<file path="config.mk">
export PLATFORM = sky130hd
export DESIGN_NAME = seg7_scan_driver
export DESIGN_NICKNAME = d
export VERILOG_FILES = /design/src/rtl/seg7_scan_driver.sv
export SDC_FILE = /design/constraint.sdc
export NUM_CORES = 1
export LEC_CHECK = 0
export CORE_UTILIZATION = 45
export DETAILED_ROUTE_END_ITERATION = 10
export GPL_TIMING_DRIVEN = 0
export PLACE_DENSITY_LB_ADDON = 0.08
export SLEW_MARGIN = 10
export SYNTH_ARGS = -nofsm -noshare
export SYNTH_HDL_FRONTEND = slang
export SYNTH_SLANG_ARGS = --single-unit
</file>
<file path="constraint.sdc">
create_clock -name clk -period 5.4 [get_ports clk]
set_input_delay 0.81 -clock clk [delete_from_list [all_inputs] [get_ports clk]]
set_output_delay 0.81 -clock clk [all_outputs]
set_load 0.02 [all_outputs]
</file>
<file path="src/rtl/seg7_scan_driver.sv">
// seg7_scan_driver: time-multiplexed driver for a common-anode 7-segment display.
// Shows a hex value with per-digit decimal points and optional leading-zero
// blanking. A new value is only taken into use at a frame boundary, so a frame
// never mixes old and new digits. Each digit slot opens with an all-off guard
// interval so that one digit's segments never appear under another digit's anode.
module seg7_scan_driver #(
  parameter int NUM_DIGITS   = 4,
  parameter int REFRESH_BITS = 17,
  parameter int GUARD_CYCLES = 64
) (
  input  logic                    clk,
  input  logic                    rst_n,
  input  logic [4*NUM_DIGITS-1:0] value,
  input  logic [NUM_DIGITS-1:0]   dp_in,
  input  logic                    load,
  input  logic                    blank_lz,
  output logic [6:0]              seg,
  output logic                    dp,
  output logic [NUM_DIGITS-1:0]   an,
  output logic                    frame_start
);

  localparam int IDX_W = (NUM_DIGITS > 1) ? $clog2(NUM_DIGITS) : 1;
  localparam int VAL_W = 4 * NUM_DIGITS;
  localparam int FRM_W = VAL_W + NUM_DIGITS + 1;
  localparam logic [REFRESH_BITS-1:0] GUARD_LIMIT = REFRESH_BITS'(GUARD_CYCLES);
  localparam logic [IDX_W-1:0]        LAST_IDX    = IDX_W'(NUM_DIGITS - 1);

  typedef enum logic {GUARD, DRIVE} state_t;

  state_t                  state, state_next;
  logic [REFRESH_BITS-1:0] cnt, cnt_next;
  logic [IDX_W-1:0]        idx, idx_next;
  logic                    slot_end, wrap;

  // Frame words are packed as {value, dp_in, blank_lz}.
  logic [FRM_W-1:0]        pending, active, active_next;
  logic                    pending_valid;

  logic [VAL_W-1:0]        act_value;
  logic [NUM_DIGITS-1:0]   act_dp;
  logic                    act_blz;

  logic [3:0]              nibble;
  logic                    dp_bit;
  logic                    blank_sel;
  logic [6:0]              seg_next;
  logic                    dp_next;
  logic [NUM_DIGITS-1:0]   an_next;

  function automatic logic [6:0] hex_to_seg(input logic [3:0] h);
    logic [6:0] s;
    case (h)
      4'h0: s = 7'h40;
      4'h1: s = 7'h79;
      4'h2: s = 7'h24;
      4'h3: s = 7'h30;
      4'h4: s = 7'h19;
      4'h5: s = 7'h12;
      4'h6: s = 7'h02;
      4'h7: s = 7'h78;
      4'h8: s = 7'h00;
      4'h9: s = 7'h10;
      4'hA: s = 7'h08;
      4'hB: s = 7'h03;
      4'hC: s = 7'h46;
      4'hD: s = 7'h21;
      4'hE: s = 7'h06;
      default: s = 7'h0E;
    endcase
    return s;
  endfunction

  // The outputs are registered from the next-cycle view of the scan position
  // and frame contents, so an/seg/dp always line up with the live counter.
  assign slot_end    = (cnt == {REFRESH_BITS{1'b1}});
  assign wrap        = slot_end && (idx == LAST_IDX);
  assign cnt_next    = cnt + 1'b1;
  assign idx_next    = slot_end ? (wrap ? '0 : idx + 1'b1) : idx;
  assign active_next = (wrap && pending_valid) ? pending : active;

  assign act_value = active_next[FRM_W-1 -: VAL_W];
  assign act_dp    = active_next[NUM_DIGITS:1];
  assign act_blz   = active_next[0];

  // Slot counter and digit index advance together; the index moves on slot wrap.
  always_ff @(posedge clk or negedge rst_n) begin
    if (!rst_n) begin
      cnt <= '0;
      idx <= '0;
    end else begin
      cnt <= cnt_next;
      idx <= idx_next;
    end
  end

  // Pending capture on load and commit into the active frame at the frame boundary.
  // A load on the boundary edge survives into pending for the following frame.
  always_ff @(posedge clk or negedge rst_n) begin
    if (!rst_n) begin
      pending       <= '0;
      pending_valid <= 1'b0;
      active        <= '0;
    end else begin
      if (wrap && pending_valid) begin
        active <= pending;
      end
      if (load) begin
        pending       <= {value, dp_in, blank_lz};
        pending_valid <= 1'b1;
      end else if (wrap) begin
        pending_valid <= 1'b0;
      end
    end
  end

  // FSM state register.
  always_ff @(posedge clk or negedge rst_n) begin
    if (!rst_n) state <= GUARD;
    else        state <= state_next;
  end

  // Next state: guard for the first GUARD_CYCLES counts of each slot, drive after.
  always_comb begin
    state_next = (cnt_next < GUARD_LIMIT) ? GUARD : DRIVE;
  end

  // Select the digit about to be shown and work out whether it is a blanked leading zero.
  always_comb begin
    logic lz;
    nibble    = 4'h0;
    dp_bit    = 1'b0;
    blank_sel = 1'b0;
    lz        = 1'b1;
    for (int i = NUM_DIGITS - 1; i >= 0; i--) begin
      lz = lz && (act_value[4*i +: 4] == 4'h0);
      if (idx_next == IDX_W'(i)) begin
        nibble = act_value[4*i +: 4];
        dp_bit = act_dp[i];
        if (i != 0) blank_sel = act_blz && lz;
      end
    end
  end

  // FSM outputs: everything dark in GUARD, selected anode plus decoded digit in DRIVE.
  always_comb begin
    an_next  = '1;
    seg_next = 7'h7F;
    dp_next  = 1'b1;
    if (state_next == DRIVE) begin
      for (int i = 0; i < NUM_DIGITS; i++) begin
        if (idx_next == IDX_W'(i)) an_next[i] = 1'b0;
      end
      seg_next = blank_sel ? 7'h7F : hex_to_seg(nibble);
      dp_next  = ~dp_bit;
    end
  end

  // Output register: an, seg and dp always update on the same edge.
  always_ff @(posedge clk or negedge rst_n) begin
    if (!rst_n) begin
      an          <= '1;
      seg         <= 7'h7F;
      dp          <= 1'b1;
      frame_start <= 1'b0;
    end else begin
      an          <= an_next;
      seg         <= seg_next;
      dp          <= dp_next;
      frame_start <= wrap;
    end
  end

endmodule

</file>
== After elaboration in Yosys (flattened, before gate mapping) ==
Memory sizes are Yosys's and may differ from the RTL's.
Cells that the tools add are included.

* Add/sub/neg operators: 2
* Multiply operators: 0
* Divide/modulo/power cells: 0
* Order comparisons: 1
* Equal/unequal tests: 5
* Shift operators: 0
* Mux-type cells: 24
* Bitwise gates (word level): 1
* Reduce and logical (&&, ||, !) cells: 12

{| class="wikitable"
|+ Operators by type and width
! operator !! number
|-
| $mux W21 || 1
|-
| $mux W4 || 5
|-
| $add A17 B1 Y17 const B || 1
|-
| $eq A17 B17 Y1 const B || 1
|-
| $lt A17 B7 Y1 const B || 1
|-
| $mux W1 || 14
|-
| $mux W7 || 2
|-
| $logic_not A4 Y1 || 3
|-
| $logic_and A1 B1 Y1 || 7
|-
| $eq A2 B2 Y1 const B || 3
|-
| $mux W2 || 2
|-
| $add A2 B1 Y2 const B || 1
|-
| $eq A2 B1 Y1 const B || 1
|-
| $logic_not A2 Y1 || 1
|-
| $reduce_bool A2 Y1 || 1
|-
| $not A1 Y1 || 1
|}

* Flip-flop bits (word level): 75
* Latch bits: 0
* RAM bits: 0
* Memory bits (read-only): 112
* Input port bits: 24
* Output and inout port bits: 13
* Word-level logic and storage cells: 55
* Memories: 1

{| class="wikitable"
|+ Memory list
! memory !! depth !! bits a word !! read ports !! clocked after Yosys merged registers in !! write ports !! RTL line !! RTL
|-
| (no name shown) || 16 || 7 || 1 || 0 || 0 || 53 || <nowiki>case (h)</nowiki>
|}

== Depth between registers and ports, before layout ==
Gate-level depths: netlist (run 1).
An unclocked memory read counts as a cell.

* Depth in word-level cells: 12
* Gate-level depth with buffers: 18
* Gate-level depth less buffers: 17

== Worst setup path after synthesis (run 1) ==
No wires, ideal clock.

* Path type: register to register
* Start: register cnt[0]
* End: register seg[3]
* Setup time: 92 ps
* Arrival time: 3461 ps
* Required time: 5308 ps
* Slack: 1847 ps
* Cell stages (with the launch flop): 18
* Buffers on the path: 1
* Period minus slack after synthesis: 3553 ps
* Path through: dfrtp_1 > ha_1 > nand3_1 > or3_4 > nor2_1 > and3_1 > ha_1 > buf_2 > nand3_4 > mux2i_1 > inv_1 > o311ai_1 > inv_1 > ha_1 > inv_1 > nor2_1 > a211oi_1 > o21ai_0

* Elaborated cells between the ends (all ways): 30
* Those cells by class: 1 x add/sub; 1 x order compare; 4 x eq/ne; 12 x mux; 11 x reduce/logical; 1 x memory

{| class="wikitable"
|+ RTL lines
! item !! RTL line !! RTL
|-
| from (decl) || 32 || <nowiki>logic [REFRESH_BITS-1:0] cnt, cnt_next;</nowiki>
|-
| from (signal assigned) || 92 || <nowiki>cnt <= cnt_next;</nowiki>
|-
| $eq A17 B17 Y1 * || 76 || <nowiki>assign slot_end = (cnt == {REFRESH_BITS{1'b1}});</nowiki>
|-
| $logic_and A1 B1 Y1 * || 77 || <nowiki>assign wrap = slot_end && (idx == LAST_IDX);</nowiki>
|-
| $logic_and A1 B1 Y1 * || 80 || <nowiki>assign active_next = (wrap && pending_valid) ? pending : active;</nowiki>
|-
| $mux W21 * || - ||
|-
| net active_next[14] || 37 || <nowiki>logic [FRM_W-1:0] pending, active, active_next;</nowiki>
|-
| branches (longest 5 deep; another with $mem_v2 Z16 W7) || - ||
|-
| $mux W7 * || 154 || <nowiki>seg_next = blank_sel ? 7'h7F : hex_to_seg(nibble);</nowiki>
|-
| $mux W7 * || 150 || <nowiki>if (state_next == DRIVE) begin</nowiki>
|-
| net seg_next[3] || 47 || <nowiki>logic [6:0] seg_next;</nowiki>
|-
| to (signal assigned) || 168 || <nowiki>seg <= seg_next;</nowiki>
|-
| to (decl) || 17 || <nowiki>output logic [6:0] seg,</nowiki>
|}

Mark *: on every way through the listed nets, which the timed path passes.
A chain may end at the register's enable or synchronous reset.

== Worst setup path after layout (run 1) ==
* Start: register cnt[0]
* End: register seg[3]

* Longest elaborated chain between the ends: 12
* Elaborated cells between the ends (all ways): 30
* Those cells by class: 1 x add/sub; 1 x order compare; 4 x eq/ne; 12 x mux; 11 x reduce/logical; 1 x memory

{| class="wikitable"
|+ RTL lines
! item !! RTL line !! RTL
|-
| $eq A17 B17 Y1 * || 76 ||
|-
| $logic_and A1 B1 Y1 || 77 ||
|-
| $mux W2 || 79 || <nowiki>assign idx_next = slot_end ? (wrap ? '0 : idx + 1'b1) : idx;</nowiki>
|-
| $mux W2 * || 79 ||
|-
| net idx_next[0] || 33 || <nowiki>logic [IDX_W-1:0] idx, idx_next;</nowiki>
|-
| $eq A2 B2 Y1 || 137 || <nowiki>if (idx_next == IDX_W'(i)) begin</nowiki>
|-
| $mux W4 (4 in a row) || 137 ||
|-
| $mem_v2 Z16 W7 || - ||
|-
| $mux W7 * || 154 ||
|-
| $mux W7 * || 150 ||
|-
| net seg_next[3] || 47 ||
|}

The timed path passes the listed nets; every way through them passes the cells marked *.

==> results.md, run 1 <==
* DR iter-0 viols at 45
* Min Tclk post-route at between 4 and 5 ns
* Register area at around 0.0019 mm^2
* RSZ-0062 raised after global routing: no
* Antenna violations before repair at 0
* Placed Area at 0.00407 mm^2
* Ranking of synthesized cells by area: dfrtp_1 44%, mux2_2 11%, dfstp_2 8.9%
* Hold Vio Cnt, Final at 0
* Clock-pin transition on the worst setup and hold timing paths at 0.08 ns
* Placed cells at around 430
* Top cell type's share of synthesized area at between 40 and 50%
* Min-delay worst type: primary input to async pin
* Number of flops mapped to enable cells by yosys at 0
* Cell Count, Final, Fillers Out at between 400 and 500
* Root Buffer: clkbuf_8
* Max_cap viols at 0
* TritonCTS Buffers at 9
* # diodes at 0
* Crit-path max FO at 7
* Mapped Cells at between 200 and 300
* Total power at 1.12 mW
* Nets at about 380
* Library cells used by synthesis at 54
* Worst path max stage delay at 0.86 ns
* Clock sinks at 75
* IO Pins at 37
* Die height at just over 90 um
* Warnings, synthesis at 0
* Mux contribution to synthesized area at between 15 and 20%
* Status: complete, no violations
* Cell with the most instances after synthesis: dfrtp_1
* Antenna-violating nets left at 0
* Die Footprint at approximately 0.0083 mm^2
* H-Tree Depth at 3
* Synth cell count leaders: 63 x dfrtp_1, 34 x mux2_2, 21 x inv_1
* Simple-Gate Fraction of Synth Area at 12.0%
* First-pass GRT wire length at 11200 um
* FMAX at between 0.2 and 0.25 GHz
* Setup TNS at 0 ns
* Final Util at a little under three fifths
* Remaining DRCs at 0
* Power density cells at 261 mW/mm^2
* Leakage at about 2.1 nW
* Die W at 90.8 um
* Routed len/inst at 14.3 um
* Worst path cell trace: ha_1, nand3_1, or3_4, nor2_1, and3_1, ha_1, buf_2, nor2b_1, nor2_1, inv_1, o311ai_1, inv_1, ha_1, inv_1, nor2_1, a211oi_1, o21ai_0
* Final setup margin at roughly 1.1 ns
* Post-Place Setup Slack at between 1 and 1.5 ns
* Synth Area in Adders at under 10%
* Mapped Avg Cell Area at 12.0 um^2
* Filler cells at approximately 720
* Max Slew Vio Count at 0
* Gr ovfl total at 0
* Final Setup Violations at 0
* Area delta synth->final at 20.6%
* Multi-input combinational cell area at roughly 0.0015 mm^2
* Gpl congestion at 0.805
* Cell area after layout at between 0.004 and 0.005 mm^2
* Clk buf depth at 2
* Core area at 0.00769 mm^2
* Hold_buf cts at 0
* Final WL at roughly 6500 um
* Crit path launch type: flip-flop
* Post-synthesis compound-gate area fraction at around 8.1%
* Routed vias at between 2k and 2.5k
* Post-synth net total at between 300 and 400
* Register area share after synthesis at a little over half
* Initial Util at a little under half
* Netlist Area Pre-Place at around 0.0036 mm^2
* Number of global-route vias before repair at 2292
* Post-CTS setup buffer count at 0
* Worst Skew at roughly 0.0098 ns
* Clk_lat worst skew at 0.35 ns
* Most used flip-flop cell after synthesis: dfrtp_1
* Port Buffers at 36
* WHS at roughly 0.35 ns
* Final HPWL DP at ~4700 um
* Slew margin rel. at ~33%
* DR vias/cell at slightly above 5
* VDD IR max at roughly 0.13 mV
* CTS tree: yes
* Ratio of cells with drive above 1 in the final layout at about a quarter
* Least-Margin Pin Slew at approximately 0.98 ns
* CP Capture Type: flip-flop
* DRT Pass-1 Iters at 4
* Largest net degree at the start of global routing at 55
* Crit Path Class: flip-flop to flip-flop
* Post-cts resize count at 0
* Cell taking the most area after synthesis: dfrtp_1
* Worst Path Required at ~5.7 ns
* Largest family of logic cells by synthesized area: multiplexers
* Yosys reg bits at 75
* Tcrit/Tclk final at 80.4%
* CP arrival at approximately 4.6 ns
* Buf+Inv Stages, Crit Path at 4
* Row cnt at 32
* Worst path slowest cell: o311ai_1
* Xor and xnor area share after synthesis at around 4%
* GRT Overall Usage at between 10% and 20%
* Share of synthesized flip-flops with an asynchronous set or reset at between 90% and 100%
* Family with the most delay on the worst path: simple AND/OR/NAND/NOR gates
[worst paths after layout]
path | to | depth (start not counted) | slack [ns] | start
setup / recovery | seg[3]$_DFF_PN1_ | 17 | 1.06 | cnt[0]$_DFF_PN0_
hold / removal | pending[17]$_DFFE_PN0P_ | 1 | 0.35 | rst_n
setup reg to reg | seg[3]$_DFF_PN1_ | 17 | 1.06 | cnt[0]$_DFF_PN0_
hold reg to reg | cnt[15]$_DFF_PN0_ | 1 | 0.49 | cnt[15]$_DFF_PN0_
max in group asynchronous | an[0]$_DFF_PN1_ | 2 | 4.44 | rst_n
min in group clk | cnt[15]$_DFF_PN0_ | 1 | 0.49 | cnt[15]$_DFF_PN0_
[kinds of logic (layout without fill, tap and decap cells)]
| group | after synthesis | in the layout |
|---|---|---|
| xor+xnor | 16 | 16 |
| fa+ha+maj | 9 | 9 |
| mux | 50 | 50 |
| compound gates | 38 | 38 |
| buf+inv | 32 | 85 |
| flops | 75 | 75 |
| simple gates | 75 | 75 |
[power breakdown]
group	switching [mW]	leakage [nW]	internal [mW]	total, mW
clock	0.206	0.111	0.274	0.480
combinational	0.0198	1.07	0.0313	0.0511
sequential	0.0100	0.940	0.577	0.587
total	0.236	2.12	0.882	1.12
[cell usage in the layout, fill, tap and decap left out, drive strengths merged, types with 3 or more instances in the layout]
| master | count |
|---|---|
| dfrtp | 63 |
| buf | 11 |
| nand2b | 4 |
| clkdlybuf4s50 | 35 |
| nand2 | 20 |
| nor2b | 3 |
| ha | 9 |
| mux2i | 15 |
| nor2 | 14 |
| dfstp | 12 |
| a211oi | 3 |
| mux2 | 34 |
| a22oi | 3 |
| nand3 | 10 |
| clkbuf | 13 |
| or3 | 4 |
| nand4 | 3 |
| o21ai | 7 |
| inv | 22 |
| nor3 | 5 |
| o211ai | 3 |
| xor2 | 11 |
| xnor2 | 5 |
| a41oi | 3 |
| and3 | 4 |
[worst register-to-register path, stage by stage (launching register included)]
cell	delay, ns
dfrtp_1	0.41
ha_1	0.20
nand3_1	0.17
or3_4	0.43
nor2_1	0.16
and3_1	0.19
ha_1	0.14
buf_2	0.19
nor2b_1	0.10
nor2_1	0.33
inv_1	0.13
o311ai_1	0.86
inv_1	0.21
ha_1	0.28
inv_1	0.10
nor2_1	0.06
a211oi_1	0.18
o21ai_0	0.11
[final cells by class]
cell class                 count  area share (%)
timing repair buffer          37            9.00
tap                          102            2.98
clock inverter                 4            1.72
clock buffer                  12            3.39
buffer                        10            1.29
multi-input combinational    188            35.5
sequential                    75            44.2
inverter                      22            1.93
[layer usage]
metal	track usage (%)	vias to the layer above	part of all wire, %
li1	-	1133	-
met1	26.1	1134	53
met2	24.7	40	43
met3	2.78	9	2.7
met4	7.94	0	1.7
met5	0	-	0
[registers in the layout (all words and copies together), names as in the netlist]
signal,count
pending_valid,1
seg,7
an,4
pending,21
cnt,17
idx,2
dp,1
active,21
frame_start,1
Power figures use the tool's default switching activity.
==> run 2: changes to the inputs <==
clock period = 3.84 ns   (was 5.4 ns; I/O delays follow)
==> results.md, run 2 (synthesis gave the netlist of run 1 again) <==
* Status: complete, no violations
* DR vias/cell at 5.14 (-0.13%)
* Setup TNS at 0 ns (unchanged)
* FMAX at 0.279 GHz (+21%)
* Die W at 90.8 um (unchanged)
* Min Tclk post-route at 3.58 ns (-0.756 ns)
* Worst Skew at 0.00936 ns (-0.000393 ns)
* Power density cells at 355 mW/mm^2 (+36%)
* Cell area after layout at 0.00443 mm^2 (+3.3%)
* Routed len/inst at 14.5 um (+0.79%)
* VDD IR max at 0.187 mV (+42%)
* First-pass GRT wire length at 11300 um (+0.55%)
* Ratio of cells with drive above 1 in the final layout at 27.9% (+4.6 points)
* Final WL at 6610 um (+2.4%)
* Filler cells at 706 (-2.2%)
* Number of global-route vias before repair at 2298 (+0.26%)
* Root Buffer: clkbuf_8
* Crit Path Class: flip-flop to flip-flop
* Buf+Inv Stages, Crit Path at 3 (-1)
* Worst path cell trace: ha_1, nand3_2, or3_4, nor2_1, and3_1, ha_1, buf_4, nand3_4, buf_6, mux2i_4, a22oi_2, o311ai_4, buf_4, ha_1, a211oi_1, o21ai_0
* Worst r2r src: cnt[0]$_DFF_PN0_
* DRT Pass-1 Iters at 4 (unchanged)
* Worst Path Required at 4.09 ns (-1.56 ns)
* H-Tree Depth at 3 (unchanged)
* Area delta synth->final at 24.6%
* Gpl congestion at 0.805 (unchanged)
* Initial Util at 46.2% (unchanged)
* Gr ovfl total at 0 (unchanged)
* # diodes at 0 (unchanged)
* Antenna violations before repair at 0 (unchanged)
* CP arrival at 3.84 ns (-0.75 ns)
* Port Buffers at 36 (unchanged)
* Routed vias at 2349 (+1.4%)
* Crit path launch type: flip-flop
* CP Capture Type: flip-flop
* Final HPWL DP at 4670 um (unchanged)
* Worst path max stage delay at 0.42 ns (-0.44 ns)
* Hold_buf cts at 0 (unchanged)
* Most common cell after layout, fill and taps aside: dfrtp_1
* Leakage at 2.14 nW (+1.1%)
* Most frequent cells in the layout: 63 x dfrtp_1, 35 x clkdlybuf4s50_1, 34 x mux2_2
* IO Pins at 37 (unchanged)
* Hold Vio Cnt, Final at 0 (unchanged)
* Core area at 0.00769 mm^2 (unchanged)
* Family with the most delay on the worst path: simple AND/OR/NAND/NOR gates
* Nets at 383 (+1.9%)
* Register area at 0.00189 mm^2 (unchanged)
* Remaining DRCs at 0 (unchanged)
* Antenna-violating nets left at 0 (unchanged)
* Clk buf depth at 2 (unchanged)
* Least-Margin Pin Slew at 0.680 ns (-0.303 ns)
* CTS tree: yes
* Clk_lat worst skew at 0.35 ns (about the same)
* Die Footprint at 0.00825 mm^2 (unchanged)
* Row cnt at 32 (unchanged)
* Max_cap viols at 0 (unchanged)
* Worst path slowest cell: or3_4
* Clock-pin transition on the worst setup and hold timing paths at 0.08 ns (about the same)
* Die height at 90.8 um (unchanged)
* Placed Area at 0.00407 mm^2 (unchanged)
* Clock sinks at 75 (unchanged)
* Crit-path max FO at 10 (+3)
* Min-delay worst type: primary input to async pin
* CP startpoint: cnt[0]$_DFF_PN0_
* Slew margin rel. at 54.6% (+21 points)
* Multi-input combinational cell area at 0.00161 mm^2 (+5.5%)
* Final Setup Violations at 0 (unchanged)
* Largest regs: active x21, pending x21, cnt x17
* Worst path most repeated cell: ha_1
* TritonCTS Buffers at 9 (unchanged)
* Tcrit/Tclk final at 93.4% (+13 points)
* GRT Overall Usage at 17.5% (+0.097 points)
* DR iter-0 viols at 51 (+13%)
* Largest net degree at the start of global routing at 55 (unchanged)
* Max Slew Vio Count at 0 (unchanged)
==> run 2: final timing paths <==
path,end,slack [ns],cells after the start
max in group asynchronous,an[1]$_DFF_PN1_,3.12,2
hold reg to reg,cnt[15]$_DFF_PN0_,0.49,1
hold / removal,pending[17]$_DFFE_PN0P_,0.11,1
min in group clk,cnt[15]$_DFF_PN0_,0.49,1
setup / recovery,seg[3]$_DFF_PN1_,0.26,16
setup reg to reg,seg[3]$_DFF_PN1_,0.26,16
==> run 2: area by class of cell <==
cell class / instances / share of cell area, %
Sequential cell: 75 / 42.7
Multi-Input combinational cell: 188 / 36.3
Timing Repair Buffer: 44 / 9.89
Clock buffer: 12 / 3.28
Tap cell: 102 / 2.88
Inverter: 22 / 1.87
Clock inverter: 4 / 1.67
Buffer: 10 / 1.38
==> run 2: layer usage <==
layer / track usage (%) / up-vias / part of all wire (%)
met3: 2.78 / 9 / 2.8
met4: 7.94 / 0 / 1.5
met5: 0 / - / 0
met1: 26.2 / 1149 / 51
met2: 24.9 / 39 / 44
li1: - / 1152 / -
==> run 2: worst register-to-register path, stage by stage, from the launching register on <==
cell and delay [ns]:
dfrtp_1 0.41, ha_1 0.22, nand3_2 0.13, or3_4 0.42, nor2_1 0.16, and3_1 0.19, ha_1 0.15, buf_4 0.17
nand3_4 0.12, buf_6 0.19, mux2i_4 0.20, a22oi_2 0.23, o311ai_4 0.18, buf_4 0.18, ha_1 0.25, a211oi_1 0.21
o21ai_0 0.10
==> run 2: report_power, final <==
| group | switching, mW | internal, mW | total (mW) |
|---|---|---|---|
| logic | 0.0279 | 0.0441 | 0.0720 |
| registers | 0.0147 | 0.812 | 0.827 |
| clock network | 0.289 | 0.385 | 0.674 |
==> run 2: repair_timing <==
action                                  in CTS  in global routing
resized for setup                            9                 10
endpoints found under the setup margin       7                  6
buffers inserted                             0                  7
pin swaps                                    0                  2
cloned                                       0                  0
==> run 2: stage by stage <==
| step | total power [mW] | hold slack, ns | instances | setup slack (ns) | util, % |
|---|---|---|---|---|---|
| 2_1_floorplan | 0.863 | 0.280 | 295 | 0.287 | - |
| 3_3_place_gp | 0.911 | 0.474 | 433 | -0.482 | 52.6 |
| 3_5_place_dp | 0.916 | 0.483 | 434 | -0.534 | 52.9 |
| 4_1_cts | 1.59 | 0.109 | 450 | 0.0289 | 56.3 |
| 5_1_grt | 1.63 | 0.134 | 457 | -0.00785 | 57.6 |
| 6_report | 1.57 | 0.109 | 457 | 0.255 | 57.6 |
==> run 3: changes to the inputs <==
CTS_CLUSTER_SIZE = 40   (was unset)
==> results of run 3 <==
Final layout, timing and power as in run 2 (identical DEF).
